<file path="src/rtl/hidden_bias_sequencer_if.sv">
// Valid/ready stream carrying one bias word per beat from the sequencer to the
// accumulator-init path, tagged with its group and lane.
interface hidden_bias_sequencer_if #(
    parameter int GW    = 1,
    parameter int LW    = 4,
    parameter int OUT_W = 16
);
    logic             out_valid;
    logic             out_ready;
    logic [OUT_W-1:0] out_data;
    logic [GW-1:0]    out_group;
    logic [LW-1:0]    out_lane;
    logic             out_last;

    modport master (
        output out_valid, out_data, out_group, out_lane, out_last,
        input  out_ready
    );

    modport slave (
        input  out_valid, out_data, out_group, out_lane, out_last,
        output out_ready
    );
endinterface

</file>
<file path="src/rtl/hidden_bias_sequencer.sv">
// Walks every bias group of the hidden-layer ROM, shadows each LANES-wide read,
// and streams the biases one per beat. Define HIDDEN_BIAS_SIGNEXT_EN to sign-extend.
//
// state  | meaning
// IDLE   | waiting for start; outputs quiet
// LOAD   | mem_sel = group, shadow captures the ROM row at the edge
// STREAM | presenting shadow[lane] on the stream until accepted
// DONE   | one-cycle completion pulse, then back to IDLE
module hidden_bias_sequencer #(
    parameter int NUM_GROUPS = 2,
    parameter int LANES      = 10,
    parameter int DW         = 8,
    parameter int OUT_W      = 16,
    localparam int GW = (NUM_GROUPS > 1) ? $clog2(NUM_GROUPS) : 1,
    localparam int LW = (LANES > 1) ? $clog2(LANES) : 1
) (
    input  logic                  clk,
    input  logic                  rst,
    input  logic                  start,
    input  logic                  abort,
    output logic [GW-1:0]         mem_sel,
    input  logic [LANES*DW-1:0]   mem_data,
    output logic                  busy,
    output logic                  done,
    hidden_bias_sequencer_if.master stream
);
    typedef enum logic [1:0] {S_IDLE, S_LOAD, S_STREAM, S_DONE} state_t;

    localparam logic [GW-1:0] GROUP_MAX = GW'(NUM_GROUPS - 1);
    localparam logic [LW-1:0] LANE_MAX  = LW'(LANES - 1);

    state_t          state, state_nxt;
    logic [GW-1:0]   group, group_nxt;
    logic [LW-1:0]   lane, lane_nxt;
    logic [DW-1:0]   shadow [LANES];
    logic [DW-1:0]   cur_bias;
    logic            last;
    logic            fire;

    always_ff @(posedge clk) begin
        if (rst) begin
            state <= S_IDLE;
            group <= '0;
            lane  <= '0;
            for (int k = 0; k < LANES; k++) shadow[k] <= '0;
        end else begin
            state <= state_nxt;
            group <= group_nxt;
            lane  <= lane_nxt;
            if (state == S_LOAD) begin
                for (int k = 0; k < LANES; k++) shadow[k] <= mem_data[k*DW +: DW];
            end
        end
    end

    always_comb begin
        state_nxt = state;
        group_nxt = group;
        lane_nxt  = lane;
        cur_bias  = shadow[lane];
        last      = (group == GROUP_MAX) && (lane == LANE_MAX);
        fire      = (state == S_STREAM) && stream.out_ready;

        unique case (state)
            S_IDLE: begin
                if (start && !abort) begin
                    state_nxt = S_LOAD;
                    group_nxt = '0;
                    lane_nxt  = '0;
                end
            end
            S_LOAD: state_nxt = S_STREAM;
            S_STREAM: begin
                if (fire) begin
                    if (lane != LANE_MAX) begin
                        lane_nxt = lane + LW'(1);
                    end else if (!last) begin
                        lane_nxt  = '0;
                        group_nxt = group + GW'(1);
                        state_nxt = S_LOAD;
                    end else begin
                        state_nxt = S_DONE;
                    end
                end
            end
            S_DONE: begin
                state_nxt = S_IDLE;
                group_nxt = '0;
                lane_nxt  = '0;
            end
            default: begin
                state_nxt = S_IDLE;
                group_nxt = '0;
                lane_nxt  = '0;
            end
        endcase

        // A beat accepted alongside abort still counts; only the sequence ends.
        if (abort && state != S_IDLE) begin
            state_nxt = S_IDLE;
            group_nxt = '0;
            lane_nxt  = '0;
        end

        stream.out_valid = (state == S_STREAM);
        stream.out_data  = '0;
        stream.out_group = '0;
        stream.out_lane  = '0;
        stream.out_last  = 1'b0;
        if (state == S_STREAM) begin
`ifdef HIDDEN_BIAS_SIGNEXT_EN
            stream.out_data = OUT_W'($signed(cur_bias));
`else
            stream.out_data = OUT_W'(cur_bias);
`endif
            stream.out_group = group;
            stream.out_lane  = lane;
            stream.out_last  = last;
        end

        mem_sel = (state == S_IDLE) ? '0 : group;
        busy    = (state != S_IDLE);
        done    = (state == S_DONE) && !abort;
    end
endmodule

</file>
<file path="src/flat_wrapper.sv">
// flat-port wrapper written by rule: the top's interface ports become plain ports
module hidden_bias_sequencer_flat 
#(
    parameter int NUM_GROUPS = 2,
    parameter int LANES      = 10,
    parameter int DW         = 8,
    parameter int OUT_W      = 16,
    localparam int GW = (NUM_GROUPS > 1) ? $clog2(NUM_GROUPS) : 1,
    localparam int LW = (LANES > 1) ? $clog2(LANES) : 1
)
  (clk, rst, start, abort, mem_sel, mem_data, busy, done, stream_out_valid, stream_out_data, stream_out_group, stream_out_lane, stream_out_last, stream_out_ready);
  hidden_bias_sequencer_if #(.OUT_W(OUT_W)) stream_i ();
  input  logic clk;
  input  logic rst;
  input  logic start;
  input  logic abort;
  output logic [GW-1:0] mem_sel;
  input  logic [LANES*DW-1:0] mem_data;
  output logic busy;
  output logic done;
  output wire logic [$bits(stream_i.out_valid)-1:0] stream_out_valid;
  output wire logic [$bits(stream_i.out_data)-1:0] stream_out_data;
  output wire logic [$bits(stream_i.out_group)-1:0] stream_out_group;
  output wire logic [$bits(stream_i.out_lane)-1:0] stream_out_lane;
  output wire logic [$bits(stream_i.out_last)-1:0] stream_out_last;
  input wire logic [$bits(stream_i.out_ready)-1:0] stream_out_ready;
  assign stream_out_valid = stream_i.out_valid;
  assign stream_out_data = stream_i.out_data;
  assign stream_out_group = stream_i.out_group;
  assign stream_out_lane = stream_i.out_lane;
  assign stream_out_last = stream_i.out_last;
  assign stream_i.out_ready = stream_out_ready;
  hidden_bias_sequencer #(.NUM_GROUPS(NUM_GROUPS), .LANES(LANES), .DW(DW), .OUT_W(OUT_W)) u_core (.clk(clk), .rst(rst), .start(start), .abort(abort), .mem_sel(mem_sel), .mem_data(mem_data), .busy(busy), .done(done), .stream(stream_i));
endmodule
</file>
<file path="config.mk">
export PLATFORM = sky130hd
export DESIGN_NAME = hidden_bias_sequencer_flat
export DESIGN_NICKNAME = d
export VERILOG_FILES = /design/src/rtl/hidden_bias_sequencer_if.sv /design/src/rtl/hidden_bias_sequencer.sv /design/src/flat_wrapper.sv
export SDC_FILE = /design/constraint.sdc
export NUM_CORES = 1
export LEC_CHECK = 0
export CAP_MARGIN = 20
export CORE_MARGIN = 3
export CORE_UTILIZATION = 45
export CTS_BUF_LIST = sky130_fd_sc_hd__clkbuf_4 sky130_fd_sc_hd__clkbuf_8
export CTS_CLUSTER_DIAMETER = 40
export DETAILED_ROUTE_END_ITERATION = 10
export GPL_ROUTABILITY_DRIVEN = 0
export HOLD_SLACK_MARGIN = 0.12
export PLACE_DENSITY = 0.74
export SLEW_MARGIN = 20
export SYNTH_ARGS = -nofsm -noshare
export SYNTH_HDL_FRONTEND = slang
export SYNTH_SLANG_ARGS = --single-unit
</file>
<file path="constraint.sdc">
create_clock -name clk -period 2.7 [get_ports clk]
set_clock_uncertainty 0.05 [all_clocks]
set_input_delay 0.27 -clock clk [delete_from_list [all_inputs] [get_ports clk]]
set_output_delay 0.27 -clock clk [all_outputs]
set_load 0.01 [all_outputs]
</file>
Yosys cells after proc, flatten, opt, wreduce, memory -nomap -nowiden
Memories as Yosys holds them, arrays and structs flattened. A register that Yosys moved wholly into a read port is not among the register bits. Index checks and enable logic that the tools add are counted. W data, S select, Z words.

Add/sub/neg operators: 2. Eq/ne operators: 10. Mux-type cells: 37. Bitwise gates (word level): 10. Reductions and logical operators: 13.

Operators with widths (count): $mux W8 (11); $mux W4 (7); $mux W1 (12); $pmux W4 S3 (1); $or A1 B1 Y1 (10); $mux W2 (4); $pmux W2 S4 (1); $logic_and A1 B1 Y1 (5); $reduce_and A5 Y1 (1); $add A4 B1 Y4 const B (1); $eq A2 B2 Y1 const B (2); $eq A4 B4 Y1 const B (1); $ne A2 B1 Y1 const B (2); $ne A2 B2 Y1 const B (2); $ne A4 B4 Y1 const B (1); $reduce_and A4 Y1 (1); $ne A3 B3 Y1 const B (1); $pmux W1 S3 (1); $reduce_and A3 Y1 (1); $reduce_bool A3 Y1 (1); $eq A2 B1 Y1 const B (1); $logic_not A2 Y1 (1); $reduce_bool A2 Y1 (1); $reduce_or A2 Y1 (1); 2 further kinds (2).

Logic and storage cells: 76. Bits in writable memories: 80. Register bits: 7. Input bits: 85. Output and inout bits: 26. Memories: 1.

Memory list: u_core.shadow (words 10, width 8, rd ports 1, clocked after memory_dff 1, write ports 10, RTL line hidden_bias_sequencer.sv:35) `logic [DW-1:0] shadow [LANES];`.

Depth between registers and ports, before layout
Word-level depth: 8. Gate-level depth with buffers: 6. Depth with buffers taken out: 6.

Worst setup path before layout
Ideal clock, no wire load.

Path kind: register to register. From: reg u_core.state[1]. To: mem u_core.shadow[0][0], enable pin. Cell stages (with the launch flop): 3. Buffers on the path: 0. Slack: -129 ps. Arrival: 2327 ps. Period minus slack after synthesis: 2829 ps. Data required time: 2198 ps. Setup time: 452 ps. Path through: dfxtp_1 > nand2b_1 > nand2b_1.

RTL lines: from (decl) (RTL line hidden_bias_sequencer.sv:32) `state_t state, state_nxt;`; from (signal assigned) (RTL line hidden_bias_sequencer.sv:47) `state <= state_nxt;`; to (decl) (RTL line hidden_bias_sequencer.sv:35).

==> results.toml <==
[run_status]
outcome = "completed"

[detailed_routing]
met2WireLength_um = 4400
wl_met1_um = 3460
routed_wl_um = 8560
routedWlPerCell_um = 17.0
routed-wl-met3_um = 485
vias_per_cell = 5.24
drc_errors = 0
dr.max_layer_used = "met4"
first_pass_iters = 4
vias = 2637
drt_iter0_drc = 88
ant_nets = 0

[timing]
rsz0062_at_grt = "no"
final_max_slew_viol_count = 0
finalSetupViolCount = 0
period_share_pct = 96.4
tightest_slew_ns = 0.549
final.setup.tns_ns = 0
period_minus_slack_ns = 2.60
max_slew_margin_pct = 63.3
hold_violations = 0
fmax_mhz = 384

[place]
io_buffers = 102
dp_hpwl_um = 6250
dp.cells = 487
placed_area_um2 = 5300

[clock_network]
root_buffer = "clkbuf_8"
cts_tree = "done"
clk_pin_slew_ns = 0.09
ctsLongestPathBuffers = 2
htree_levels = 3
hold_buffers = 0
clk_latency_ns = 0.35
cts_buffers = 9
clock_sinks = 91

[power_and_ir_drop]
pwr-share-comb_pct = 9.4
leakage_nw = 1.97
power_frac_clock_pct = 34.2
p_sw_mw = 0.601
power.density_nw_per_um2 = 523
p_sw_share_pct = 20.8
ir_drop_mv = 0.240
p_int_mw = 2.29
power_frac_seq_pct = 56.3
power.total_mw = 2.89

[floorplan]
core_area_um2 = 8850
ioPinCount = 111
die-area_um2 = 10500
dieHeight_um = 102
die_w_um = 102
initial_core_util_pct = 47.2
placementRows = 34

[finish]
n_antenna_cell = 0
seqCellArea_um2 = 2620
layout.nets = 477
layout-drive-gt1-share_pct = 11.1
layout.cells.non_filler = 503
multi_input_area_um2 = 1440
final_area_um2 = 5520
fill_cells = 682
syn2layout_area_growth_pct = 32.3

[critical_path]
arrival_ns = 2.28
critPathSlowestCell = "mux4_2"
cpPeakStageDelay_ns = 0.50
critPathKind = "reg2out"
required_ns = 2.38
start_kind = "register"
critPathMaxFanout = 16
endpoint_kind = "output port"
path_cells = "buf_12 > mux4_2 > o22ai_1 > a211oi_1 > clkdlybuf4s50_1"

[global_route]
grt_max_degree = 81
grt_pass1_wl_um = 13600
grt_usage_pct = 17.4
overflow = 0
grt_pass1_vias = 2700
antenna_found_initial = 0

[yosys]
yosysSeqAreaShare_pct = 62.8
synthFlopType = "edfxtp_1"
async_flop_share_pct = 0
yosysWarnings = 0
synth_edf_count = 80
syn-instance-count = 290
synth_seq_cells = 91
yosys.cell_types.count = 40
synth_area_um2 = 4170
synth.avg_cell_area_um2 = 14.4

[run]
max_cap_viol_count = 0

[hold_path]
min_path_type = "reg2reg"
[repair_timing]
item                                    CTS  global route
resized for setup                         0             1
endpoints found under the setup margin    0             6
buffers inserted                          0             0
[power by group through the flow]
stage	combinational (mW)	clock (mW)	sequential, mW
floorplan	0.119	0	1.65
global placement	0.271	0	1.65
detailed placement	0.274	0	1.66
CTS	0.276	0.999	1.63
global route	0.297	1.06	1.63
finish	0.273	0.988	1.63
[cell usage in the layout, fill, tap and decap left out, drive strengths merged, types with 2 or more instances in the layout]
cell and n:
ha 2, or2 2, o22ai 8, dfxtp 11
buf 6, mux4 16, and2 85, clkinvlp 2
nand2 4, mux2i 8, conb 8, bufinv 2
edfxtp 80, nor2b 2, a211oi 11, a41oi 2
o32ai 2, nor2 4, nor3 2, clkinv 4
clkbuf 9, o21ai 4, nand2b 5, a21oi 2
clkdlybuf4s50 102
[metal layers]
metal  vias up  track usage (%)
li1       1256                -
met5         -                0
met4         0             7.16
met1      1269             21.7
met3        19             4.10
met2        93             29.2
[state kept, by name, indices dropped and copies added (netlist names), named ones only]
signal,flops
u_core.state,2
u_core.shadow,80
u_core.group,1
u_core.lane,4
[stage by stage]
step / hold slack (ns) / setup slack [ns] / utilization [%]
2_1_floorplan: 0.297 / 0.759 / -
5_1_grt: 0.503 / 0.000607 / 62.4
3_3_place_gp: 0.433 / 0.471 / 59.9
6_report: 0.489 / 0.0970 / 62.4
4_1_cts: 0.487 / 0.0575 / 62.4
3_5_place_dp: 0.471 / 0.452 / 59.9
[final timing paths]
kind	startpoint	to	slack, ns	cells after the start
hold reg to reg	u_core.group	u_core.group	0.49	2
setup reg to reg	u_core.state[0]	u_core.state[1]	0.88	5
setup / recovery	register	stream_out_data[3]	0.1	5
hold / removal	u_core.group	u_core.group	0.49	2
[worst max-delay path: cells and delay by family, from the launching register on]
kind	cells	cell delay [ns]
buffers and inverters	2	0.69
AO/OA/AOI/OAI	2	0.37
multiplexers	1	0.50
flip-flops	1	0.36
[cell families after synthesis]
| group | after synthesis | share of synthesized area, % |
|---|---|---|
| multiplexers | 24 | 10.6 |
| AO/OA/AOI/OAI | 34 | 6.03 |
| flip-flops | 91 | 62.8 |
| other | 1 | 0.0899 |
| adder cells (fa/ha/maj) | 2 | 0.600 |
| AND/OR/NAND/NOR | 110 | 16.1 |
| buffers and inverters | 28 | 3.81 |
[area by class of cell]
class,instances,share of cell area (%)
Clock buffer,9,2.24
Clock inverter,7,1.68
Inverter,2,0.136
Multi-Input combinational cell,178,26.0
Sequential cell,91,47.5
Tap cell,108,2.45
Timing Repair Buffer,108,20.0
[cells in the mapped netlist, types with 4 or more instances]
master / number / area (µm²)
dfxtp_1: 11 / 220
edfxtp_1: 80 / 2400
a211oi_1: 11 / 82.6
buf_4: 9 / 67.6
nand2_1: 4 / 15.0
nand2b_1: 5 / 31.3
o22ai_1: 8 / 50.1
and2_1: 85 / 532
mux4_2: 16 / 360
nor2_1: 4 / 15.0
mux2i_1: 8 / 80.1
clkbuf_1: 11 / 41.3
Note: power is estimated with default switching activity, not from simulation.
